===== src/rtl/game_pkg.sv =====
// Shared types for the game move path: move codes, scheduler states and move sources.
package game_pkg;

  typedef enum logic [2:0] {
    MV_NONE   = 3'd0,
    MV_LEFT   = 3'd1,
    MV_RIGHT  = 3'd2,
    MV_ROTATE = 3'd3,
    MV_DOWN   = 3'd4,
    MV_DROP   = 3'd5
  } move_t;

  typedef enum logic [1:0] {
    ST_IDLE      = 2'd0,
    ST_ISSUE     = 2'd1,
    ST_WAIT_DONE = 2'd2,
    ST_HALT      = 2'd3
  } sched_state_t;

  typedef enum logic {
    SRC_GRAV = 1'b0,
    SRC_USER = 1'b1
  } move_src_t;

  // Only LEFT..DROP are executable; anything else is dropped at grant time.
  function automatic logic move_is_legal(input logic [2:0] code);
    return (code >= 3'(MV_LEFT)) && (code <= 3'(MV_DROP));
  endfunction

endpackage


===== src/rtl/game_level_tracker.sv =====
// Cleared-line accounting: saturating line total, per-level accumulator and level-step pulse.
module game_level_tracker #(
  parameter int LINES_PER_LEVEL = 10,
  parameter int MAX_LEVEL       = 15
) (
  input  logic        clk,
  input  logic        srst,
  input  logic        en,
  input  logic        lines_valid_i,
  input  logic [2:0]  lines_i,
  output logic [3:0]  level_o,
  output logic        level_changed_o,
  output logic [15:0] total_lines_o
);

  // Accumulator never exceeds LINES_PER_LEVEL-1+4 since one report adds at most 4.
  localparam int ACC_W = $clog2(LINES_PER_LEVEL + 5);

  logic [ACC_W-1:0] acc;
  logic [ACC_W-1:0] acc_sum;
  logic [16:0]      total_sum;

  assign acc_sum   = acc + ACC_W'(lines_i);
  assign total_sum = {1'b0, total_lines_o} + 17'(lines_i);

  always_ff @(posedge clk) begin
    if (srst) begin
      acc             <= '0;
      level_o         <= '0;
      level_changed_o <= 1'b0;
      total_lines_o   <= '0;
    end else begin
      level_changed_o <= 1'b0;
      if (en && lines_valid_i) begin
        total_lines_o <= total_sum[16] ? 16'hFFFF : total_sum[15:0];
        if (acc_sum >= ACC_W'(LINES_PER_LEVEL)) begin
          acc <= acc_sum - ACC_W'(LINES_PER_LEVEL);
          if (level_o < 4'(MAX_LEVEL)) begin
            level_o         <= level_o + 4'd1;
            level_changed_o <= 1'b1;
          end
        end else begin
          acc <= acc_sum;
        end
      end
    end
  end

endmodule


===== src/rtl/game_move_sched.sv =====
// Merges gravity ticks and user moves into one move stream, one move in flight at a time.
// Optional GAME_MOVE_SCHED_PAUSE_EN adds pause_i, which freezes new issues and intake.
module game_move_sched
  import game_pkg::*;
#(
  parameter int LINES_PER_LEVEL = 10,
  parameter int MAX_LEVEL       = 15,
  parameter int USER_BURST_MAX  = 2
) (
  input  logic        clk,
  input  logic        srst,
`ifdef GAME_MOVE_SCHED_PAUSE_EN
  input  logic        pause_i,
`endif
  input  logic        sys_event_i,
  input  logic        user_move_valid_i,
  input  logic [2:0]  user_move_i,
  output logic        user_ready_o,
  output logic        move_valid_o,
  output logic [2:0]  move_o,
  output logic        move_src_o,
  input  logic        core_ready_i,
  input  logic        core_done_i,
  input  logic        lines_valid_i,
  input  logic [2:0]  lines_i,
  input  logic        game_over_i,
  output logic [3:0]  level_o,
  output logic        level_changed_o,
  output logic [15:0] total_lines_o,
  output logic        halted_o
);

  localparam logic [1:0] IDLE      = ST_IDLE;
  localparam logic [1:0] ISSUE     = ST_ISSUE;
  localparam logic [1:0] WAIT_DONE = ST_WAIT_DONE;
  localparam logic [1:0] HALT      = ST_HALT;

  localparam int            BW        = (USER_BURST_MAX < 1) ? 1 : $clog2(USER_BURST_MAX + 1);
  localparam logic [BW-1:0] BURST_MAX = BW'(USER_BURST_MAX);

  logic [1:0]    state;
  logic          grav_pend, grav_age;
  logic          buf_full, buf_age;
  logic [2:0]    buf_code;
  logic [BW-1:0] burst_cnt;

  logic pause, handshake, hs_user, hs_grav, tick, user_load;
  logic grav_ok, user_ok, arb_go, pick_grav, pick_user, drop_user;

`ifdef GAME_MOVE_SCHED_PAUSE_EN
  assign pause = pause_i;
`else
  assign pause = 1'b0;
`endif

  // Game over pre-empts a handshake in the same cycle, so nothing is consumed then.
  assign handshake = (state == ISSUE) && core_ready_i && !game_over_i;
  assign hs_user   = handshake && move_src_o;
  assign hs_grav   = handshake && !move_src_o;

  // A user move arriving while the buffered one is being consumed refills the buffer.
  assign user_ready_o = !pause && (!buf_full || hs_user);
  assign user_load    = user_move_valid_i && user_ready_o;
  assign tick         = sys_event_i && !pause && (state != HALT);

  // Fresh entries age one cycle before they can win, giving capture-to-issue of two edges.
  assign grav_ok   = grav_pend && grav_age;
  assign user_ok   = buf_full && buf_age;
  assign arb_go    = (state == IDLE) && !pause && !game_over_i;
  assign pick_grav = arb_go && grav_ok && (!user_ok || (burst_cnt == BURST_MAX));
  assign pick_user = arb_go && user_ok && !pick_grav;
  assign drop_user = pick_user && !move_is_legal(buf_code);

  always_ff @(posedge clk) begin
    if (srst) begin
      grav_pend <= 1'b0;
      grav_age  <= 1'b0;
      buf_full  <= 1'b0;
      buf_age   <= 1'b0;
      buf_code  <= '0;
    end else begin
      grav_age <= grav_pend;
      buf_age  <= buf_full;
      // New arrivals win over the consume-clear so a same-cycle entry is retained.
      if (tick)         grav_pend <= 1'b1;
      else if (hs_grav) grav_pend <= 1'b0;
      if (user_load) begin
        buf_full <= 1'b1;
        buf_code <= user_move_i;
      end else if (hs_user || drop_user) begin
        buf_full <= 1'b0;
      end
    end
  end

  always_ff @(posedge clk) begin
    if (srst)                                 burst_cnt <= '0;
    else if (!grav_pend || pick_grav)         burst_cnt <= '0;
    else if (pick_user && !drop_user && burst_cnt != BURST_MAX)
                                              burst_cnt <= burst_cnt + BW'(1);
  end

  always_ff @(posedge clk) begin
    if (srst) begin
      state        <= IDLE;
      move_valid_o <= 1'b0;
      move_o       <= '0;
      move_src_o   <= 1'b0;
    end else if (game_over_i) begin
      state        <= HALT;
      move_valid_o <= 1'b0;
    end else begin
      case (state)
        IDLE: begin
          if (pick_grav) begin
            state        <= ISSUE;
            move_valid_o <= 1'b1;
            move_o       <= MV_DOWN;
            move_src_o   <= SRC_GRAV;
          end else if (pick_user && !drop_user) begin
            state        <= ISSUE;
            move_valid_o <= 1'b1;
            move_o       <= buf_code;
            move_src_o   <= SRC_USER;
          end
        end
        ISSUE: begin
          if (core_ready_i) begin
            state        <= WAIT_DONE;
            move_valid_o <= 1'b0;
          end
        end
        WAIT_DONE: if (core_done_i) state <= IDLE;
        default:   state <= HALT;
      endcase
    end
  end

  assign halted_o = (state == HALT);

  game_level_tracker #(
    .LINES_PER_LEVEL (LINES_PER_LEVEL),
    .MAX_LEVEL       (MAX_LEVEL)
  ) u_level (
    .clk             (clk),
    .srst            (srst),
    .en              (state != HALT),
    .lines_valid_i   (lines_valid_i),
    .lines_i         (lines_i),
    .level_o         (level_o),
    .level_changed_o (level_changed_o),
    .total_lines_o   (total_lines_o)
  );

endmodule


===== config.mk =====
export PLATFORM = sky130hd
export DESIGN_NAME = game_move_sched
export DESIGN_NICKNAME = d
export VERILOG_FILES = /design/src/rtl/game_pkg.sv /design/src/rtl/game_level_tracker.sv /design/src/rtl/game_move_sched.sv
export SDC_FILE = /design/constraint.sdc
export NUM_CORES = 1
export LEC_CHECK = 0
export CAP_MARGIN = 20
export CORE_MARGIN = 8
export CORE_UTILIZATION = 45
export CTS_BUF_LIST = sky130_fd_sc_hd__clkbuf_4
export DETAILED_ROUTE_END_ITERATION = 10
export GPL_TIMING_DRIVEN = 0
export PLACE_DENSITY = 0.71
export RECOVER_POWER = 25
export SLEW_MARGIN = 20
export SYNTH_ARGS = -nofsm -noshare
export SYNTH_HDL_FRONTEND = slang
export SYNTH_SLANG_ARGS = --single-unit

===== constraint.sdc =====
create_clock -name clk -period 2.58 [get_ports clk]
set_input_delay 0.258 -clock clk [delete_from_list [all_inputs] [get_ports clk]]
set_output_delay 0.258 -clock clk [all_outputs]
set_load 0.01 [all_outputs]

==> results.json <==
{
  "die_w_um": 86.3,
  "synthAdderAreaFrac_pct": 9.11,
  "power_mw": 1.33,
  "port_buffers": 41,
  "start_kind": "primary input",
  "tns_ns": 0,
  "diodes": 0,
  "clk_transition_reported_paths_ns": 0.12,
  "cts-root-buf": "clkbuf_4",
  "p_leak_nw": 1.02,
  "tightest_slew_ns": 0.798,
  "vias_per_cell": 5.69,
  "ir_worst_vdd_v": 0.000292,
  "crit_required_ns": 2.84,
  "synthXorXnorAreaFrac_pct": 3.54,
  "synth_top_family_by_area": "simple AND/OR/NAND/NOR gates",
  "final_cell_mix": "dfxtp_1, clkdlybuf4s50_1, nor2_1, a21oi_1",
  "wirelength_mm": 5.50,
  "drive_above_1_share_pct": 5.28,
  "drv_slew": 0,
  "hold_class": "register to register",
  "flow.area_growth_from_synthesis_pct": 24.7,
  "rsz0062_at_grt": "no",
  "synth_area_mm2": 0.00223,
  "fin_worst_skew_ns": 0.0119,
  "synth_compound_area_share_pct": 19.3,
  "synthArstFlopShare_pct": 0,
  "period_share_pct": 90.8,
  "cp-end-kind": "register",
  "dominantRegCellSynth": "dfxtp_1",
  "ys_types": 50,
  "setup_viol": 0,
  "cts_setup_buffers": 0,
  "drc": 0,
  "synth_cells": 255,
  "yosys-mux-area-fraction_pct": 2.75,
  "postRouteAntennaNets": 0,
  "synthSimpleGateAreaFrac_pct": 24.8,
  "final_util_pct": 58.4,
  "firstDrtPassIters": 4,
  "syn_area_per_cell_um2": 8.73,
  "grt_pass1_wl_mm": 9.49,
  "clock_latency_ns": 0.35,
  "cts.sinks": 41,
  "grt_pass1_vias": 1961,
  "antenna_found_initial": 0,
  "grt_overflow": 0,
  "place_ws_ns": -0.278,
  "synth_edf_count": 0,
  "detail_route.wl_per_cell_um": 14.9,
  "grt.total_usage_pct": 15.6,
  "layout_commonest_cell": "dfxtp_1",
  "max-slew-margin-rel_pct": 46.3,
  "ys_seq_area_share_pct": 36.9,
  "h-tree-depth": 2,
  "initial_core_util_pct": 46.8,
  "numCtsBuffers": 5,
  "timing.final.ws_setup_ns": 0.238,
  "fin_crit_ns": 2.34,
  "drv_cap": 0,
  "fp.dieH_um": 86.3,
  "syn-num-nets": 284,
  "critical_path_arrival_ns": 2.60,
  "ioPinCount": 42,
  "grt_max_degree": 12,
  "cellPowerDensity_mw_per_mm2": 479,
  "cts_tree": "built",
  "ctsHoldBuffers": 0,
  "num_rows": 25,
  "vias": 2107,
  "worstSetupPathType": "primary input to register",
  "drtIter0Drc": 209,
  "gp_routability_congestion": 0.853,
  "yosys_warnings": 0,
  "post-dp-hpwl_mm": 4.14,
  "dieArea_mm2": 0.00745,
  "nets": 332,
  "fmax_mhz": 427,
  "hold_viol_final": 0,
  "ys_ff_latch": 41,
  "core_mm2": 0.00475,
  "status": "finished clean",
  "critPathMaxFanout": 4,
  "clock_path_buffers": 2
}
-- path summary, 6_finish.rpt --
kind         slack [ns]            from                  to  cells after the start
max                0.24      lines_i[0]  u_level.level_o[0]                      7
min                0.46       move_o[2]           move_o[2]                      2
min reg2reg        0.46       move_o[2]           move_o[2]                      2
max reg2reg        0.32  u_level.acc[0]  u_level.level_o[0]                      6
-- synth_stat cells, drive strengths merged, types with 2 or more instances --
cell / n / area, um^2
mux2i: 5 / 50.1
a311oi: 5 / 43.8
or4: 2 / 15.0
dfxtp: 41 / 821
nor3: 8 / 45.0
clkbuf: 6 / 22.5
and3: 5 / 31.3
and4: 3 / 26.3
nor4: 6 / 37.5
nand3b: 2 / 15.0
nor2: 20 / 75.1
nand3: 9 / 45.0
and2: 2 / 15.0
a211oi: 11 / 82.6
a31oi: 6 / 37.5
a21oi: 18 / 90.1
inv: 14 / 52.6
xor2: 3 / 26.3
nand4: 6 / 37.5
nand2b: 5 / 31.3
or3: 4 / 26.3
o21ai: 9 / 45.0
ha: 13 / 163
nor2b: 5 / 31.3
xnor2: 6 / 52.6
or2: 2 / 12.5
fa: 2 / 40.0
nand4b: 2 / 17.5
a2111oi: 2 / 17.5
a21o: 3 / 23.8
nand2: 15 / 56.3
-- report_power, final --
part           switching (mW)  total (mW)  internal, mW
clock network           0.205       0.315         0.110
logic                   0.178       0.317         0.139
registers              0.0334       0.698         0.665
-- final cells by class --
class	count	area, um^2
plain buffers	7	26.3
clock buffers	6	45.0
clock inverters	1	3.75
fillers	455	1980
inverters	14	52.6
multi-input cells	193	1330
flip-flops and latches	41	821
well taps	67	83.8
repair buffers	41	410
-- registers in the layout (all words and copies together), names as in the netlist --
register and flops:
u_level.total_lines_o 16, u_level.acc 4, u_level.level_o 4, buf_code 3, move_o 3, burst_cnt 2
state 2, buf_age 1, buf_full 1, grav_age 1, grav_pend 1, move_src_o 1
move_valid_o 1, u_level.level_changed_o 1
-- worst max-delay path: stages --
cell and delay (ns):
clkdlybuf4s50_1 0.46, ha_1 0.26, fa_1 0.38, xor2_1 0.27, o21ai_0 0.26, nor4_2 0.34, mux2_2 0.37
-- layer usage --
metal	vias up	global-route usage, %	wire length, um
li1	1046	-	-
met1	996	20.7	2590
met2	58	23.8	2490
met3	7	2.55	325
met4	0	7.51	89
met5	-	0	0
-- logic make-up after synthesis --
logic type / count (synthesis)
adders and majority gates: 15
AOI/OAI and AO/OA: 63
muxes: 6
buffers and inverters: 21
DFF: 41
and+or+nand+nor: 100
xor gates and xnor gates: 9
-- timing repair --
item                       CTS  global route
setup endpoints to repair    0             1
hold endpoints to repair     0             0
resized for setup            0             1
-- through the flow --
stage                     instance area (um^2)  hold WS [ns]  cells
after global routing                      2780         0.483    370
final                                     2780         0.462    370
after floorplan                           2230         0.338    255
after CTS                                 2770         0.470    370
after detailed placement                  2720         0.452    363
after global placement                    2720         0.446    363
No activity file was read; power rests on OpenSTA's default activity.
